--- config.mk ---
export PLATFORM = sky130hd
export DESIGN_NAME = store_unit
export DESIGN_NICKNAME = d
export VERILOG_FILES = /design/src/rtl/store_unit.sv
export SDC_FILE = /design/constraint.sdc
export NUM_CORES = 1
export LEC_CHECK = 0
export CELL_PAD_IN_SITES_DETAIL_PLACEMENT = 1
export CELL_PAD_IN_SITES_GLOBAL_PLACEMENT = 1
export CORE_MARGIN = 3
export CORE_UTILIZATION = 53
export CTS_BUF_LIST = sky130_fd_sc_hd__clkbuf_2
export DETAILED_ROUTE_END_ITERATION = 10
export DONT_BUFFER_PORTS = 1
export HOLD_SLACK_MARGIN = 0.05
export PLACE_DENSITY_LB_ADDON = 0.1
export SETUP_SLACK_MARGIN = 0.3
export SLEW_MARGIN = 15
export SYNTH_ARGS = -nofsm -noshare
export SYNTH_HDL_FRONTEND = slang
export SYNTH_SLANG_ARGS = --single-unit
--- constraint.sdc ---
create_clock -name clk -period 3.8 [get_ports clk]
set_input_delay 0.57 -clock clk [delete_from_list [all_inputs] [get_ports clk]]
set_output_delay 0.57 -clock clk [all_outputs]
set_load 0.01 [all_outputs]
--- src/rtl/store_unit.sv ---
// Posted-write store path: decodes stores, buffers {MAR, MDR} in a small FIFO and drains it
// to memory with a mem_ready handshake, stalling the CPU while the buffer is full.
module store_unit #(
    parameter logic [3:0]  OPCODE_STORE = 4'h3,
    parameter int unsigned DEPTH        = 2
) (
    input  logic                    clk,
    input  logic                    rst_n,
    input  logic [15:0]             instruction,
    input  logic                    instr_valid,
    input  logic [15:0]             MAR,
    input  logic [15:0]             MDR,
    input  logic                    mem_ready,
    output logic [15:0]             addr,
    output logic [15:0]             out_mem_data,
    output logic                    write_mem_enable,
    output logic                    is_stored,
    output logic                    stall,
    output logic [$clog2(DEPTH):0]  pending
);

    localparam int unsigned AW = $clog2(DEPTH);

    logic [AW:0]  wr_ptr_q, wr_ptr_d;
    logic [AW:0]  rd_ptr_q, rd_ptr_d;
    logic         is_stored_q, is_stored_d;
    logic [31:0]  entry_q [DEPTH];

    logic is_store;
    logic full;
    logic empty;
    logic do_enq;
    logic do_ret;

    logic unused_instr;
    assign unused_instr = ^instruction[11:0];

    // One extra pointer bit distinguishes full from empty when the index bits match.
    always_comb begin
        is_store = instr_valid && (instruction[15:12] == OPCODE_STORE);
        full     = (wr_ptr_q[AW] != rd_ptr_q[AW]) && (wr_ptr_q[AW-1:0] == rd_ptr_q[AW-1:0]);
        empty    = (wr_ptr_q == rd_ptr_q);
        do_enq   = is_store && !full;
        do_ret   = !empty && mem_ready;
    end

    always_comb begin
        wr_ptr_d    = wr_ptr_q;
        rd_ptr_d    = rd_ptr_q;
        is_stored_d = do_ret;
        if (do_enq) begin
            wr_ptr_d = wr_ptr_q + 1'b1;
        end
        if (do_ret) begin
            rd_ptr_d = rd_ptr_q + 1'b1;
        end
    end

    always_ff @(posedge clk or negedge rst_n) begin
        if (!rst_n) begin
            wr_ptr_q    <= '0;
            rd_ptr_q    <= '0;
            is_stored_q <= 1'b0;
        end else begin
            wr_ptr_q    <= wr_ptr_d;
            rd_ptr_q    <= rd_ptr_d;
            is_stored_q <= is_stored_d;
        end
    end

    // Entry storage is deliberately unreset; only the pointers define validity.
    always_ff @(posedge clk) begin
        if (do_enq) begin
            entry_q[wr_ptr_q[AW-1:0]] <= {MAR, MDR};
        end
    end

    always_comb begin
        addr             = 16'h0;
        out_mem_data     = 16'h0;
        write_mem_enable = 1'b0;
        if (!empty) begin
            addr             = entry_q[rd_ptr_q[AW-1:0]][31:16];
            out_mem_data     = entry_q[rd_ptr_q[AW-1:0]][15:0];
            write_mem_enable = 1'b1;
        end
        stall     = is_store && full;
        is_stored = is_stored_q;
        pending   = wr_ptr_q - rd_ptr_q;
    end

endmodule

==> results of run 1 <==
## how the worst min path moves through the flow
stage                        from                       end  slack [ns]  cells past startpoint
after floorplan             rst_n       is_stored$_DFF_PN0_        0.27                      0
after global placement      rst_n       is_stored$_DFF_PN0_        0.27                      0
after detailed placement    rst_n   rd_ptr_q[0]$_DFFE_PN0P_        0.27                      0
after CTS                  MAR[0]  entry_q[0][16]$_DFFE_PP_        0.12                      0
after global routing       MDR[8]   entry_q[1][8]$_DFFE_PP_        0.10                      0
final                     MDR[11]  entry_q[0][11]$_DFFE_PP_        0.16                      0
## cell families after synthesis
logic type / share of synthesized area
fa+ha+maj: 0.00456
flops: 0.746
buf+inv: 0.0251
compound gates: 0.00912
xor+xnor: 0.0219
simple gates: 0.0684
mux: 0.125
## per-stage QoR
step	setup slack [ns]	utilization	cell area (um^2)	hold slack (ns)
final	0.670	0.595	2890	0.164
after global routing	0.433	0.595	2890	0.105
after CTS	0.571	0.595	2890	0.119
after detailed placement	1.17	0.578	2800	0.275
after global placement	1.30	0.578	2800	0.275
after floorplan	0.885	-	2740	0.274
## power groups by stage
stage	Sequential, mW	Combinational (mW)	Clock [mW]
after floorplan	0.919	0.765	0
final	0.915	0.848	0.312
after CTS	0.916	0.872	0.322
after detailed placement	0.933	0.867	0
after global placement	0.926	0.829	0
after global routing	0.920	0.928	0.352
## flip-flops by register name, indices dropped and copies added, names as in the netlist
register   count
is_stored      1
rd_ptr_q       2
wr_ptr_q       2
entry_q       64
## area by class of cell
cell class,count,share of cell area
clock inverter,4,0.00564
sequential,69,0.710
multi-input combinational,83,0.222
clock buffer,11,0.0191
tap,67,0.0291
timing repair buffer,3,0.00867
inverter,4,0.00520
## what timing repair did
action,CTS,global route
hold buffers,1,0
endpoints found under the hold margin,5,0
resized for setup,0,0
## placed cells by master, fill, tap and decap left out, types with 2 or more instances in the layout
master,synthesis,final
clkinv_1,0,3
buf_4,0,2
clkbuf_2,0,11
nor2_4,1,3
nor2_2,9,9
inv_1,3,3
nor2_1,25,23
xnor2_1,5,5
dfrtp_1,5,4
edfxtp_1,64,64
mux2i_1,33,33
## worst max-delay path: stages (launching register included)
cell and delay [ns]:
dfrtp_1 0.49, inv_1 0.12, ha_1 0.34, inv_1 0.18, nor2_4 0.50, buf_4 0.32
nor2_1 0.12
## layer usage
metal	up-vias	share of wire	global-route usage
li1	611	-	-
met1	640	0.35	0.181
met2	53	0.54	0.293
met3	10	0.086	0.0731
met4	0	0.023	0.107
met5	-	0	0
==> flow_summary.ini, run 1 <==
[setup_path]
arrival_ns = 2.56
critPathMaxFanout = 20
reg2reg_to = entry_q[1][2]$_DFFE_PP_
r2r_setup_slack_ns = 1.20
cp-start-kind = flip-flop
cp_data_required_time_ns = 3.23
crit_path_start = wr_ptr_q[0]$_DFFE_PN0P_
endpoint = out_mem_data[12]
worstSetupPathType = reg2out
r2r_start = wr_ptr_q[0]$_DFFE_PN0P_
critPathCaptureType = output port
reg2regPathDepth = 5

[pwr]
p_per_area_nw_per_um2 = 719
seq_power_share = 0.441
power.total_mw = 2.08
comb_power_share = 0.409
peakVddDrop_mv = 0.354
power.internal_mw = 1.21
p_clk_frac = 0.151
switching_power_mw = 0.862
swShare = 0.415
p_leak_nw = 1.03

[logic_synthesis]
synth_top_area_cell = edfxtp_1
ys.flop_type = edfxtp_1
ys_top_cells_by_area = edfxtp_1 (70%), mux2i_1 (12%), dfrtp_1 (4.6%)
yosysWarnings = 0
ys_seq_area_frac = 0.746
async_reset_ff_frac = 0.0725
synth-edff-count = 64
synth_cell_types = 21
syn_avg_cell_area_um2 = 16.8
yosysMostFrequentCell = edfxtp_1
ys_ff_latch = 69
synthesis.area_um2 = 2740
syn_nets = 216
netlist_top_cells_count = edfxtp_1 (64), mux2i_1 (33), nor2_1 (25)
synth.top_cell.area_share = 0.701
syn_inst = 163

[floorplan]
die_w_um = 77.9
ios = 89
initial_core_util = 0.566
fp-row-count = 25
core_um2 = 4850
die-area_um2 = 6070
die_h_um = 77.9

[cells_and_area]
fin_cells = 241
nFillCells = 459
area_growth_pct = 5.20
multi_input_area_um2 = 642
seq_area_um2 = 2050
layout-drive-gt1-share = 0.184
layout.nets = 223
insertedDiodeCount = 0

[sta]
finalCritPeriodShare = 0.824
tns_ns = 0
finalSetupViolCount = 0
worstMarginPinSlew_ns = 0.931
timing.slew.headroom = 0.378
slew_viol_final = 0
fin_crit_ns = 3.13
clock_skew_ns = 0.0125
hold_viol_final = 0
max_freq_mhz = 319
rsz0062_at_grt = false

[clock_network]
clockBufferDepth = 2
cts_setup_buffers = 0
clk_pin_slew_ns = 0.17
cts_tree = built
cts_root_buffer = clkbuf_2
numCtsBuffers = 9
clock-sinks = 69
clk_latency_ns = 0.48
cts_max_level = 3

[placed_design]
detailed_place_hpwl_mm = 3.25
finalWeightedCongestion = 0.638
placedCellCount = 225
port_buffers = 0

[status]
status = complete, no violations

[routing]
finalWirelength_mm = 4.85
drc = 0
avgViaCountPerCell = 5.45
vias = 1314
drtAntennaViolNets = 0
wire_per_inst_um = 20.1
drt-initial-drc-count = 68
first_pass_iters = 4

[global_route]
grt_antenna_before_repair = 0
grt_first_pass_wirelength_mm = 7.60
overflow = 0
grt_max_degree = 35
grt_use_total = 0.175
grt_pass1_vias = 1457

[flow_run]
maxCapViolations = 0

[worst_hold_path]
min_path_type = in2reg
Power figures use the tool's default switching activity.
==> run 2, diff against run 1 <==
==> constraint.sdc (replaced) <==
create_clock -name clk -period 2.9 [get_ports clk]
set_input_delay 0.435 -clock clk [delete_from_list [all_inputs] [get_ports clk]]
set_output_delay 0.435 -clock clk [all_outputs]
set_load 0.01 [all_outputs]
==> flow_summary.ini, run 2 (synthesis gave the netlist of run 1 again) <==
[status]
status = complete, no violations

[pwr]
p_leak_nw = 1.21
p_per_area_nw_per_um2 = 907
comb_power_share = 0.429
switching_power_mw = 1.22
peakVddDrop_mv = 0.648
p_clk_frac = 0.176
swShare = 0.403
power.internal_mw = 1.81
seq_power_share = 0.395
power.total_mw = 3.03

[sta]
finalCritPeriodShare = 0.838
rsz0062_at_grt = false
worst_slack_ns = 0.469
max_freq_mhz = 411
fin_crit_ns = 2.43
slew_viol_final = 0
hold_viol_final = 0
timing.slew.headroom = 0.616
clock_skew_ns = 0.0283
worstMarginPinSlew_ns = 0.576
finalSetupViolCount = 0

[floorplan]
initial_core_util = 0.566
core_um2 = 4850
die-area_um2 = 6070
fp-row-count = 25
die_h_um = 77.9
die_w_um = 77.9
ios = 89

[setup_path]
slowest_delay_ns = 0.45
critPathMaxFanout = 9
crit_chain = inv_1, ha_1, inv_4, nor2_4, buf_4, nor2_1
path_buf_inv = 3
worstSetupPathType = reg2out
arrival_ns = 2.00
critPathCaptureType = output port
cp_slowest_cell = dfrtp_2
cp-start-kind = flip-flop
crit_family = flip-flops
cp_data_required_time_ns = 2.47

[cells_and_area]
nFillCells = 420
final_common_cell = edfxtp_1
insertedDiodeCount = 0
area_growth_pct = 21.7
finalCoreUtilization = 0.688
layout-drive-gt1-share = 0.242
largest_reg_flops = 64
layout.nets = 259
final_cell_mix = edfxtp_1 (64), mux2i_1 (33), dlygate4sd3_1 (33), nor2_2 (19), nor2_1 (13)

[clock_network]
cts_root_buffer = clkbuf_2
cts_max_level = 3
cts_tree = built
numCtsBuffers = 9
clk_latency_ns = 0.50
clock-sinks = 69
clockBufferDepth = 2
clk_pin_slew_ns = 0.17

[placed_design]
port_buffers = 0
finalWeightedCongestion = 0.643
detailed_place_hpwl_mm = 3.12
place_ws_ns = 0.705

[flow_run]
maxCapViolations = 0

[routing]
first_pass_iters = 4
vias = 1468
avgViaCountPerCell = 5.28
drt-initial-drc-count = 74
drc = 0
wire_per_inst_um = 20.2
drtAntennaViolNets = 0
finalWirelength_mm = 5.62

[worst_hold_path]
min_path_type = in2reg

[global_route]
grt_antenna_before_repair = 0
overflow = 0
grt_max_degree = 35
grt_first_pass_wirelength_mm = 8.81
grt_pass1_vias = 1673
grt_use_total = 0.202
-- run 2: cell count changes in the layout (fill, tap and decap cells not counted), moves of 2 or more --
| cell | delta |
|---|---|
| dlygate4sd3_1 | +32 |
| nor2_1 | -10 |
| nor2_2 | +10 |
| buf_12 | +3 |
| clkinv_1 | -2 |
-- run 2: routing by layer --
metal	up-vias	wire length (um)	GRT usage	share of wire
met5	-	0	0	0
li1	680	-	-	-
met3	10	346	0.0812	0.062
met1	723	2040	0.215	0.36
met4	0	81	0.0629	0.014
met2	55	3150	0.364	0.56
-- run 2: area by class of cell --
cell class / count / area [um^2] / share of cell area
Timing Repair Buffer: 39 / 413 / 0.124
Sequential cell: 69 / 2050 / 0.614
Tap cell: 67 / 83.8 / 0.0251
Multi-Input combinational cell: 83 / 667 / 0.200
Clock buffer: 11 / 55.1 / 0.0165
Clock inverter: 5 / 51.3 / 0.0154
Inverter: 4 / 17.5 / 0.00525
-- run 2: power groups by stage --
stage | clock network [mW] | logic (mW) | registers, mW
2_1_floorplan | 0 | 1.00 | 1.20
3_3_place_gp | 0 | 1.13 | 1.21
3_5_place_dp | 0 | 1.16 | 1.22
4_1_cts | 0.537 | 1.25 | 1.20
5_1_grt | 0.586 | 1.41 | 1.20
6_report | 0.532 | 1.30 | 1.20
-- run 2: per-stage QoR --
stage	cells	hold slack, ns	area [um^2]	TNS, ns
after floorplan	163	0.139	2740	-0.966
after global placement	227	0.140	2860	0
after detailed placement	227	0.140	2860	0
after CTS	278	0.0608	3310	0
after global routing	278	0.0611	3340	0
final	278	0.108	3340	0
-- run 2: final timing paths --
path / startpoint / endpoint / slack, ns / cells past startpoint
hold / removal: mem_ready / is_stored$_DFF_PN0_ / 0.11 / 2
max in group asynchronous: rst_n / rd_ptr_q[0]$_DFFE_PN0P_ / 2.47 / 1
setup / recovery: wr_ptr_q[0]$_DFFE_PN0P_ / addr[6] / 0.47 / 6
hold reg to reg: wr_ptr_q[0]$_DFFE_PN0P_ / wr_ptr_q[0]$_DFFE_PN0P_ / 0.58 / 1
setup reg to reg: wr_ptr_q[0]$_DFFE_PN0P_ / entry_q[0][15]$_DFFE_PP_ / 1.01 / 6
min in group asynchronous: rst_n / is_stored$_DFF_PN0_ / 0.22 / 1
-- run 2: timing repair --
action | CTS | global route
hold endpoints to repair | 69 | 0
hold buffers | 33 | 0
buffers inserted | 2 | 0
pin swaps | 1 | 0
gates resized for setup | 1 | 12
endpoints found under the setup margin | 21 | 32
